## src/rtl/mem_port_arbiter.sv

```systemverilog
// Single-port memory arbiter between instruction fetch (IF) and load/store (LS).
// Define MEM_ARB_RR_EN for round-robin arbitration; otherwise LS has fixed priority.
module mem_port_arbiter #(
  parameter int ADDR_W  = 32,
  parameter int DATA_W  = 32,
  parameter int MEM_LAT = 2
) (
  input  logic              clk,
  input  logic              rst,
  input  logic              if_req_valid,
  output logic              if_req_ready,
  input  logic [ADDR_W-1:0] if_addr,
  output logic              if_resp_valid,
  output logic [DATA_W-1:0] if_rdata,
  input  logic              ls_req_valid,
  output logic              ls_req_ready,
  input  logic              ls_wr_en,
  input  logic [2:0]        ls_rw_type,
  input  logic [ADDR_W-1:0] ls_addr,
  input  logic [DATA_W-1:0] ls_wdata,
  output logic              ls_resp_valid,
  output logic [DATA_W-1:0] ls_rdata,
  output logic              mem_en,
  output logic              mem_wr_en,
  output logic [2:0]        mem_rw_type,
  output logic [ADDR_W-1:0] mem_addr,
  output logic [DATA_W-1:0] mem_wdata,
  input  logic [DATA_W-1:0] mem_rdata,
  output logic              busy
);
  // Handshake: a request transfers on a rising edge where both req_valid and
  // req_ready are high; ready is only offered in IDLE and never while rst is high.

  typedef enum logic {IDLE = 1'b0, ACCESS = 1'b1} state_t;

  localparam logic [2:0] LAT_INIT = 3'(MEM_LAT - 1);
  localparam logic [2:0] RW_WORD  = 3'b010;

  state_t     state, state_next;
  logic [2:0] lat_cnt;
  logic       owner_ls;
  logic       wr_q;
  logic       grant_if, grant_ls;
  logic       accept, last_beat;

`ifdef MEM_ARB_RR_EN
  logic last_ls;

  always_ff @(posedge clk) begin
    if (rst) last_ls <= 1'b0;
    else if (accept) last_ls <= grant_ls;
  end

  // On a tie the port that was not granted last wins.
  always_comb begin
    grant_ls = ls_req_valid && !(if_req_valid && last_ls);
    grant_if = if_req_valid && !(ls_req_valid && !last_ls);
  end
`else
  always_comb begin
    grant_ls = ls_req_valid;
    grant_if = if_req_valid && !ls_req_valid;
  end
`endif

  always_ff @(posedge clk) begin
    if (rst) state <= IDLE;
    else     state <= state_next;
  end

  always_comb begin
    state_next   = state;
    if_req_ready = 1'b0;
    ls_req_ready = 1'b0;
    accept       = 1'b0;
    last_beat    = 1'b0;
    mem_en       = 1'b0;
    mem_wr_en    = 1'b0;
    busy         = 1'b0;
    case (state)
      IDLE: begin
        if_req_ready = grant_if && !rst;
        ls_req_ready = grant_ls && !rst;
        accept       = grant_if || grant_ls;
        if (accept) state_next = ACCESS;
      end
      ACCESS: begin
        mem_en    = 1'b1;
        busy      = 1'b1;
        // Write strobe only on the first command cycle so a store writes once.
        mem_wr_en = wr_q && (lat_cnt == LAT_INIT);
        last_beat = (lat_cnt == 3'd0);
        if (last_beat) state_next = IDLE;
      end
      default: state_next = IDLE;
    endcase
  end

  always_ff @(posedge clk) begin
    if (rst) begin
      owner_ls      <= 1'b0;
      wr_q          <= 1'b0;
      lat_cnt       <= 3'd0;
      mem_addr      <= '0;
      mem_wdata     <= '0;
      mem_rw_type   <= 3'd0;
      if_resp_valid <= 1'b0;
      ls_resp_valid <= 1'b0;
      if_rdata      <= '0;
      ls_rdata      <= '0;
    end else begin
      if_resp_valid <= 1'b0;
      ls_resp_valid <= 1'b0;
      if (accept) begin
        owner_ls <= grant_ls;
        lat_cnt  <= LAT_INIT;
        if (grant_ls) begin
          mem_addr    <= ls_addr;
          mem_wdata   <= ls_wdata;
          mem_rw_type <= ls_rw_type;
          wr_q        <= ls_wr_en;
        end else begin
          mem_addr    <= if_addr;
          mem_wdata   <= '0;
          mem_rw_type <= RW_WORD;
          wr_q        <= 1'b0;
        end
      end
      if (state == ACCESS) begin
        lat_cnt <= lat_cnt - 3'd1;
        if (last_beat) begin
          if (owner_ls) begin
            ls_resp_valid <= 1'b1;
            ls_rdata      <= wr_q ? '0 : mem_rdata;
          end else begin
            if_resp_valid <= 1'b1;
            if_rdata      <= mem_rdata;
          end
        end
      end
    end
  end

endmodule

```

## config.mk

```make
export PLATFORM = sky130hd
export DESIGN_NAME = mem_port_arbiter
export DESIGN_NICKNAME = d
export VERILOG_FILES = /design/src/rtl/mem_port_arbiter.sv
export SDC_FILE = /design/constraint.sdc
export NUM_CORES = 1
export LEC_CHECK = 0
export ABC_AREA = 1
export CAP_MARGIN = 20
export CORE_MARGIN = 2
export CORE_UTILIZATION = 31
export DETAILED_ROUTE_END_ITERATION = 10
export GPL_TIMING_DRIVEN = 1
export HOLD_SLACK_MARGIN = 0.12
export PLACE_DENSITY = 0.75
export SLEW_MARGIN = 15
export SYNTH_ARGS = -nofsm -noshare
export SYNTH_HDL_FRONTEND = slang
export SYNTH_SLANG_ARGS = --single-unit
```

## constraint.sdc

```tcl
create_clock -name clk -period 1.9 [get_ports clk]
set_clock_uncertainty 0.2 [all_clocks]
set_input_delay 0.38 -clock clk [delete_from_list [all_inputs] [get_ports clk]]
set_output_delay 0.38 -clock clk [all_outputs]
set_load 0.01 [all_outputs]
```

==> flow_summary.yaml <==
clocking:
  clockRootBuffer: "clkbuf_16"
  post-cts-setup-buffer-count: 0
  clkTransAtPathRegs_ns: 0.06
  cts.htree.levels: 4
  clock_latency_ns: 0.41
  cts_buffers: 17
  cts_buffer_depth: 2
  ctsHoldBuffers: 0
  cts_tree: "done"
  cts_sinks: 139
critical_path:
  crit_chain: "clkdlybuf4s50_1"
  r2r_cells: 7
  critPathMaxStageDelay_ns: 0.54
  arrival_ns: 1.28
  crit_fanout: 2
  cp.required_ns: 1.32
  r2r-end: "ls_rdata[4]$_SDFFE_PP0P_"
  worstSetupStartpointType: "register"
  cpMaxStageDelayCell: "clkdlybuf4s50_1"
  crit_family: "buffers and inverters"
  cp.buffers_inverters: 1
  cp-end-kind: "primary output"
  crit_start: "mem_wdata[24]$_SDFFE_PP0P_"
  r2r_start: "lat_cnt[0]$_SDFFE_PP0P_"
  crit_type: "register to primary output"
  reg2reg_setup_slack_ns: 0.24
finish:
  fin_area_um2: 9900
  final_layout_size_suffix_gt1_share_pct: 6.32
  multiInputGateArea_um2: 2560
  seqCellArea_um2: 2780
  fillers: 1917
  stdcell_count: 1467
  insertedDiodeCount: 0
  nNetsFinal: 1329
  syn_to_final_growth_pct: 63.7
  final_util_pct: 51.4
synthesis:
  synth-simple-area-share_pct: 37.9
  syn_area_per_cell_um2: 6.53
  synth_seq_cells: 139
  synth-adder-area-share_pct: 0.621
  muxShareOfSynthArea_pct: 0
  syn_inst: 925
  ys_warn_count: 0
  synth_area_um2: 6040
  ys_seq_area_share_pct: 46.0
  yosysUniqueCellTypes: 22
  synth_nets: 1064
  synth_top_family_by_area: "simple AND/OR/NAND/NOR gates"
  synthXorXnorAreaFrac_pct: 0.145
  synth_compound_area_share_pct: 3.62
detailed_routing:
  ant_nets: 0
  dr.first_iter.drc_count: 178
  avgRoutedWirePerCell_um: 12.6
  via_count: 6263
  dr.pass1.iters: 4
  drc_errors: 0
  wl_um: 18400
  vias_per_cell: 4.27
sta:
  drv_slew: 0
  rsz0062_at_grt: "no"
  maxSlewHeadroom_pct: 66.9
  setup_violations: 0
  finalHoldViolations: 0
  layout_min_cycle_time_ns: 1.86
  max_freq_mhz: 537
  post-route-period-util_pct: 98.0
  tightest_slew_ns: 0.496
placement:
  dpl-instance-area_um2: 9150
  dp.cells: 1436
  place_congestion: 0.808
  dp_hpwl_um: 13100
  io_buffers: 273
hold_path:
  worstHoldPathCells: 2
  hold_start: "mem_rw_type[1]$_SDFFE_PP0P_"
  worst_hold_path.endpoint: "mem_rw_type[1]$_SDFFE_PP0P_"
  min_path_type: "register to register"
flow_run:
  drv_cap: 0
global_routing:
  grt_util_all_layers_pct: 17.6
  grt_overflow: 0
  grt_max_degree: 66
  grt_pass1_wl_um: 28600
  grt_pass1_vias: 5776
  antenna_found_initial: 0
die:
  core_area_um2: 19300
  die-area_um2: 20600
  rows: 51
  start_util_pct: 31.4
  fp.dieW_um: 144
  io_pins: 274
  die_h_um: 144
power:
  power_density_nw_per_um2: 834
  ir_worst_vdd_mv: 0.546
  total_leakage_power_uw: 0.00613
run_status:
  status: "finished, final reports clean"
worst register-to-register path, cell delays in order (launching register included):
cell and delay [ns]:
dfxtp_1 0.36, inv_1 0.09, ha_1 0.24, nand4_1 0.15
buf_12 0.28, nand2_1 0.10, nand2_1 0.07, nor2_1 0.05
cell families (layout without fill, tap and decap cells):
kind of cell	count (synthesis)	count (layout)
AO/OA/AOI/OAI	39	39
AND/OR/NAND/NOR	572	572
flip-flops	139	139
buffers and inverters	171	448
adder cells (fa/ha/maj)	3	3
XOR/XNOR	1	1
through the flow:
step / hold WS, ns / power, uW / worst slack (ns) / setup TNS [ns]
global placement: 0.233 / 5100 / -0.415 / -8.30
finish: 0.258 / 8250 / 0.0381 / 0
floorplan: 0.239 / 4120 / 0.164 / 0
global route: 0.277 / 8680 / 0.000195 / 0
CTS: 0.258 / 8410 / 0.0000661 / 0
detailed placement: 0.251 / 5120 / -0.444 / -9.89
area by class of cell:
class	count	share of cell area, %
clock buffer	21	4.75
sequential	139	28.1
timing repair buffer	305	32.5
multi-input combinational	615	25.8
clock inverter	10	1.18
inverter	112	4.27
tap	265	3.35
layer usage:
metal / wire length [um] / up-vias / track usage [%]
met5: 0 / - / 0
met4: 201 / 0 / 4.08
met3: 1320 / 15 / 6.30
met2: 8860 / 206 / 30.4
met1: 8060 / 2734 / 20.8
li1: - / 3308 / -
repair_timing:
| item | in CTS | in global routing |
|---|---|---|
| pin swaps | 0 | 1 |
| gates resized for setup | 48 | 91 |
| endpoints found under the setup margin | 39 | 90 |
| gates cloned | 0 | 0 |
synthesized netlist by cell type:
library cell / n / area [um2]
a21oi_1: 30 / 150
and3_1: 1 / 6.26
buf_1: 1 / 3.75
buf_2: 41 / 205
buf_4: 4 / 30.0
clkbuf_1: 13 / 48.8
dfxtp_1: 139 / 2780
ha_1: 3 / 37.5
inv_1: 109 / 409
inv_2: 3 / 11.3
nand2_1: 327 / 1230
nand3_1: 37 / 185
nand4_1: 33 / 206
nor2_1: 169 / 634
nor2_2: 2 / 12.5
nor3_1: 2 / 10.0
o21ai_0: 1 / 5.00
o21ai_1: 2 / 10.0
o21ai_4: 1 / 16.3
o21bai_1: 5 / 37.5
or2_2: 1 / 6.26
xor2_1: 1 / 8.76
power by group:
| part | total, uW | internal (uW) | leakage [uW] | switching, uW |
|---|---|---|---|---|
| Combinational | 1700 | 852 | 0.00470 | 847 |
| Sequential | 3260 | 3150 | 0.00114 | 111 |
| Clock | 3300 | 2030 | 0.000285 | 1270 |
| Total | 8250 | 6030 | 0.00613 | 2220 |
flip-flops by register name, indices dropped and copies added (netlist names):
register and flops:
if_rdata 32, ls_rdata 32, mem_addr 32, mem_wdata 32, lat_cnt 3, mem_rw_type 3
if_resp_valid 1, ls_resp_valid 1, owner_ls 1, state 1, wr_q 1
worst max path at each step:
| stage | slack, ns | depth (start not counted) | endpoint |
|---|---|---|---|
| floorplan | 0.16 | 4 | mem_wr_en |
| global placement | -0.41 | 5 | if_req_ready |
| detailed placement | -0.44 | 5 | if_req_ready |
| CTS | 0.00007 | 1 | if_resp_valid |
| global route | 0.0002 | 1 | ls_rdata[8] |
| finish | 0.04 | 1 | mem_wdata[24] |
placed cells by master (no fill, tap or decap):
| cell type | count |
|---|---|
| clkinvlp_4 | 2 |
| dfxtp_1 | 138 |
| dlygate4sd2_1 | 38 |
| inv_6 | 1 |
| o21ai_4 | 1 |
| inv_1 | 107 |
| a21oi_1 | 30 |
| nand2_1 | 327 |
| inv_4 | 1 |
| clkbuf_8 | 3 |
| clkbuf_1 | 1 |
| nor2_1 | 168 |
| buf_12 | 7 |
| o21bai_1 | 5 |
| o21ai_1 | 2 |
| xor2_1 | 1 |
| clkinv_4 | 2 |
| inv_2 | 4 |
| bufinv_16 | 2 |
| nor2_2 | 3 |
| and3_1 | 1 |
| buf_4 | 25 |
| dlymetal6s2s_1 | 87 |
| buf_2 | 2 |
| nor3_1 | 2 |
| clkbuf_16 | 17 |
| o21ai_0 | 1 |
| or2_2 | 1 |
| clkinv_2 | 3 |
| ha_1 | 3 |
| dfxtp_2 | 1 |
| clkbuf_2 | 1 |
| nand4_1 | 33 |
| nand3_1 | 37 |
| clkdlybuf4s50_1 | 145 |
No activity file was read; power rests on OpenSTA's default activity.
